`config.mk`:
```
export PLATFORM = sky130hd
export DESIGN_NAME = octant_rom_arbiter
export DESIGN_NICKNAME = d
export VERILOG_FILES = /design/src/rtl/octant_rom_arbiter.sv
export SDC_FILE = /design/constraint.sdc
export NUM_CORES = 1
export LEC_CHECK = 0
export BUFFER_PORTS_ARGS = -buffer_cell sky130_fd_sc_hd__buf_2
export CORE_MARGIN = 5
export CORE_UTILIZATION = 36
export CTS_CLUSTER_SIZE = 40
export DETAILED_ROUTE_END_ITERATION = 7
export PLACE_DENSITY = 0.78
export SKIP_CTS_REPAIR_TIMING = 1
export SYNTH_ARGS = -nofsm -noshare
export SYNTH_HDL_FRONTEND = slang
export SYNTH_SLANG_ARGS = --single-unit
export TNS_END_PERCENT = 100
```
`constraint.sdc`:
```
create_clock -name clk -period 2.05 [get_ports clk]
set_clock_uncertainty 0.15 [all_clocks]
set_input_delay 0.1025 -clock clk [delete_from_list [all_inputs] [get_ports clk]]
set_output_delay 0.1025 -clock clk [all_outputs]
set_load 0.01 [all_outputs]
```
`src/rtl/octant_rom_arbiter.sv`:
```
// Round-robin arbiter sharing one single-read-port octant ROM among NUM_REQ requesters.
// Each read carries its requester ID down a latency-matched tag pipe so that the data can be routed back.
module octant_rom_arbiter #(
   parameter int NUM_REQ     = 4,
   parameter int ADDR_W      = 32,
   parameter int DATA_W      = 32,
   parameter int ROM_LATENCY = 1
) (
   input  logic                      clk,
   input  logic                      reset_n,
   input  logic [NUM_REQ-1:0]        req_valid,
   input  logic [NUM_REQ*ADDR_W-1:0] req_addr,
   output logic [NUM_REQ-1:0]        req_ready,
   output logic [NUM_REQ-1:0]        rsp_valid,
   output logic [DATA_W-1:0]         rsp_data,
   output logic                      rom_ren,
   output logic [ADDR_W-1:0]         rom_addr,
   input  logic [DATA_W-1:0]         rom_dout,
   output logic                      busy
);

   localparam int ID_W = (NUM_REQ > 1) ? $clog2(NUM_REQ) : 1;
   localparam logic [ID_W-1:0] LAST_ID = ID_W'(NUM_REQ - 1);

   logic [ID_W-1:0]    ptr_reg, ptr_next;
   logic [NUM_REQ-1:0] pending_reg, pending_next;
   logic [NUM_REQ-1:0] eligible;
   logic [ID_W-1:0]    grant;
   logic               found;
   logic [ADDR_W-1:0]  addr_hold_reg;
   logic [ADDR_W-1:0]  addr_slice [NUM_REQ];
   logic               tag_valid_reg [ROM_LATENCY];
   logic [ID_W-1:0]    tag_id_reg [ROM_LATENCY];

   assign eligible = req_valid & ~pending_reg;

   // First eligible index at or after ptr, wrapping modulo NUM_REQ.
   always_comb begin : grant_search
      int idx;
      found = 1'b0;
      grant = ptr_reg;
      idx   = 0;
      for (int k = 0; k < NUM_REQ; k++) begin
         idx = int'(ptr_reg) + k;
         if (idx >= NUM_REQ) begin
            idx = idx - NUM_REQ;
         end
         if (!found && eligible[idx]) begin
            found = 1'b1;
            grant = ID_W'(idx);
         end
      end
   end

   for (genvar gi = 0; gi < NUM_REQ; gi++) begin : g_req
      assign addr_slice[gi] = req_addr[gi*ADDR_W +: ADDR_W];
      assign req_ready[gi]  = found && (grant == ID_W'(gi));
      assign rsp_valid[gi]  = tag_valid_reg[ROM_LATENCY-1] &&
                              (tag_id_reg[ROM_LATENCY-1] == ID_W'(gi));
   end

   assign rom_ren  = found;
   assign rom_addr = found ? addr_slice[grant] : addr_hold_reg;
   assign rsp_data = tag_valid_reg[ROM_LATENCY-1] ? rom_dout : '0;
   assign busy     = |pending_reg;

   always_comb begin
      ptr_next = ptr_reg;
      if (found) begin
         ptr_next = (grant == LAST_ID) ? '0 : grant + ID_W'(1);
      end
   end

   // A requester can only be accepted while not pending, so set and clear never collide.
   assign pending_next = (pending_reg & ~rsp_valid) | req_ready;

   always_ff @(posedge clk or negedge reset_n) begin
      if (!reset_n) begin
         ptr_reg       <= '0;
         pending_reg   <= '0;
         addr_hold_reg <= '0;
         for (int s = 0; s < ROM_LATENCY; s++) begin
            tag_valid_reg[s] <= 1'b0;
            tag_id_reg[s]    <= '0;
         end
      end else begin
         ptr_reg     <= ptr_next;
         pending_reg <= pending_next;
         if (found) begin
            addr_hold_reg <= addr_slice[grant];
         end
         tag_valid_reg[0] <= found;
         tag_id_reg[0]    <= grant;
         for (int s = 1; s < ROM_LATENCY; s++) begin
            tag_valid_reg[s] <= tag_valid_reg[s-1];
            tag_id_reg[s]    <= tag_id_reg[s-1];
         end
      end
   end

endmodule

```
==> impl_results.md <==
- Pwr per Cell Area: 1880 nW/um^2
- Switching Fraction: 0.420
- Post-layout worst setup margin: -501 ps
- Min Clock Period, post-route: 2550 ps
- Library cells used by synthesis: 36
- Antenna violation net count after detailed routing: 0
- Critical path's top delay family: compound AO/OA/AOI/OAI gates
- Core occupancy in the finished layout: 0.643
- Share of total power in the clock network: 0.060
- DP HPWL: 8570 um
- Critical path, cell by cell: nand2b_4, o221a_4, o21ai_4, buf_12, clkbuf_16, mux2i_1, a221oi_2, buf_2
- Final total negative setup slack: -17790 ps
- Final layout net count: 741
- Fraction of final layout cells sized beyond drive strength 1: 0.699
- Number of port buffers: 239
- Highest fanout seen on the critical path: 8
- H-tree levels: 2
- Internal power contribution: 5.73 mW
- Switching Power: 4.14 mW
- Number of enable-type register cells in the synthesized netlist: 0
- Slew of the pin with the lowest slew margin: 477 ps
- Vias: 3403
- Number of instances in the synthesized netlist: 278
- Post-route clock period utilization: 1.24
- Timing startpoint of the critical path: pending_reg[0]
- Detailed-route wire length: 12400 um
- Antenna violations before repair: 0
- Reg2Reg Setup Slack: -230 ps
- Total of warnings raised by yosys: 0
- Average via count per standard cell: 5.00
- Number of diodes added for antenna fixing: 0
- Result of the run: complete, but fails checks
- Worst EP required: 1800 ps
- Effective utilization at floorplan: 0.366
- Buffers & Inverters on Critical Path: 3
- Async set or reset register ratio after synthesis: 1.00
- Std-Cell Rows: 33
- Layout Area Growth over Synthesis: 75.6%
- Startpoint type of the worst setup path: register
- Critical path capture point type: output pin
- Slowest stage delay, CP: 410 ps
- Clock transition time at the flip-flop clock pins of the worst setup and hold paths: 80 ps
- Max FFs per register: 32
- GR Overflow Total: 0
- Worst hold path type: in -> reg
- Worst Reg-to-Reg Cells: 9
- Combinational group share of total power: 0.796
- Flip-flop and latch count after synthesis: 41
- Ports: 240
- First-pass iteration count of the detailed router: 6
- Ys flop type: dfrtp_1
- Average routed wire per standard cell: 18.2 um
- Highest-delay cell along the critical path: dfrtp_1
- Worst relative slew slack: 0.682
- Levels on crit path: 8
- Data arrival time of the critical path: 2300 ps
- Fraction of power consumed by sequential logic: 0.144
- Worst IR drop on VDD: 1.14 mV
- Wire length of the first global-routing pass: 16000 um
- Last element of the critical path: rom_addr[31]
- Leakage dissipation: 2.71 nW
- Cell area after synthesis: 3000 sq um
- Root Buffer Master: clkbuf_8
- Minimum setup slack after placement: -275 ps
- First-iteration detailed-routing DRC count: 74
- RSZ-0062 raised after global routing: yes
- Floorplan Core Area: 8180 sq um
- Horiz. Die Dim: 101 um
- Critical path start-end classification: reg -> out
- Max frequency: 392 MHz
- GRT Total Usage: 0.194
- Net count after synthesis: 445
- Max-capacitance violation count: 0
- Post-detailed-route DRC marker count: 0
- Hold WS: 24.8 ps
- Pin count of the biggest net entering global routing: 35
- CTS tree: yes
- Final Hold Violating Endpoints: 0
- Max-slew violation count: 0
- Clock insertion delay at the later pin of the skew report: 290 ps
- Clock tree sinks: 41
- Via count of the first global-routing pass: 3270
- R2R Path End: addr_hold_reg[1]
- Die ar.: 10200 sq um
- Buffer depth of the longest clock path: 2
- Routability congestion estimate from global placement: 0.894
- Mean area per synthesized cell: 10.8 sq um
- Endpoints failing setup: 59
- Number of buffers inserted during clock tree synthesis: 5
- Floorplan die height: 101 um
- Seq/Total Area, Yosys: 0.343
- R2r startpoint: pending_reg[0]
- Violations in the final reports: negative setup slack
-- worst min path at each step --
stage / from / to / slack (ps) / cells after the start
after global routing: req_addr[118] / addr_hold_reg[22] / 40 / 3
final: req_addr[102] / addr_hold_reg[6] / 20 / 3
after global placement: reset_n / addr_hold_reg[8] / -70 / 1
after floorplan: reset_n / addr_hold_reg[0] / -340 / 0
after detailed placement: reset_n / addr_hold_reg[8] / -60 / 1
after CTS: reset_n / addr_hold_reg[8] / -380 / 1
-- area by class of cell --
type | count | area [sq um]
multi-input combinational | 209 | 1970
sequential | 41 | 1030
clock inverter | 1 | 5.00
inverter | 5 | 18.8
fill | 697 | 2920
clock buffer | 7 | 96.3
tap | 105 | 131
timing repair buffer | 312 | 2010
-- cells in the mapped netlist (all sizes together) (2+ instances only) --
master	instances	share of area
mux2i	64	0.21
dfrtp	41	0.34
nor2	40	0.050
and2	33	0.069
a221oi	32	0.16
buf	15	0.056
clkbuf	8	0.010
o21ai	6	0.010
a21oi	5	0.0084
inv	5	0.0063
nand2b	5	0.015
nand2	3	0.0038
and3	2	0.0042
nor2b	2	0.0042
nor3b	2	0.0050
-- layer usage --
layer  vias up  routed length (um)  global-route usage  share of wire
met1      1661                5100               0.246           0.41
met5         -                   0                   0              0
met4         0                 134              0.0429          0.011
li1       1611                   -                   -              -
met2       118                6470               0.339           0.52
met3        13                 679              0.0399          0.055
-- through the flow --
stage	cells	total power, mW	cell area [sq um]
after floorplan	278	5.40	3020
after CTS	641	7.93	4610
final	680	9.87	5260
after global placement	633	7.17	4510
after global routing	680	10.4	5260
after detailed placement	633	7.32	4510
-- worst min-delay path, stage by stage --
cell and delay, ps:
buf_2 90, mux2i_1 140, a221oi_2 80
-- cell families (layout without fill, tap and decap cells) --
group / Yosys count / after routing / synth area share
simple gates: 91 / 91 / 0.161
mux: 65 / 65 / 0.218
compound gates: 52 / 52 / 0.203
fa+ha+maj: 1 / 1 / 0.00418
flops: 41 / 41 / 0.343
buf+inv: 28 / 325 / 0.0718
-- power by group through the flow --
| stage | sequential, mW | combinational, mW | clock, mW |
|---|---|---|---|
| 2_1_floorplan | 1.37 | 4.03 | 0 |
| 3_3_place_gp | 1.40 | 5.76 | 0 |
| 3_5_place_dp | 1.42 | 5.90 | 0 |
| 4_1_cts | 1.41 | 5.92 | 0.613 |
| 5_1_grt | 1.46 | 8.32 | 0.637 |
| 6_report | 1.42 | 7.85 | 0.596 |
-- cell usage in the layout, fill, tap and decap left out, types with 2 or more instances in the layout --
cell type,Yosys,final
nor2b_1,2,2
nor2_2,0,3
clkbuf_8,0,7
buf_16,0,2
o21ai_0,4,4
a21oi_1,5,3
mux2i_1,64,33
dfrtp_1,41,41
nand2_1,3,3
and2_1,33,33
buf_12,4,6
buf_4,0,49
clkbuf_16,0,6
nand2b_4,2,4
mux2i_2,0,31
buf_2,6,239
a221oi_2,31,32
buf_8,0,2
nor2_1,40,37
inv_2,2,3
inv_1,3,2
buf_6,5,7
(Power assumes the default switching activity.)
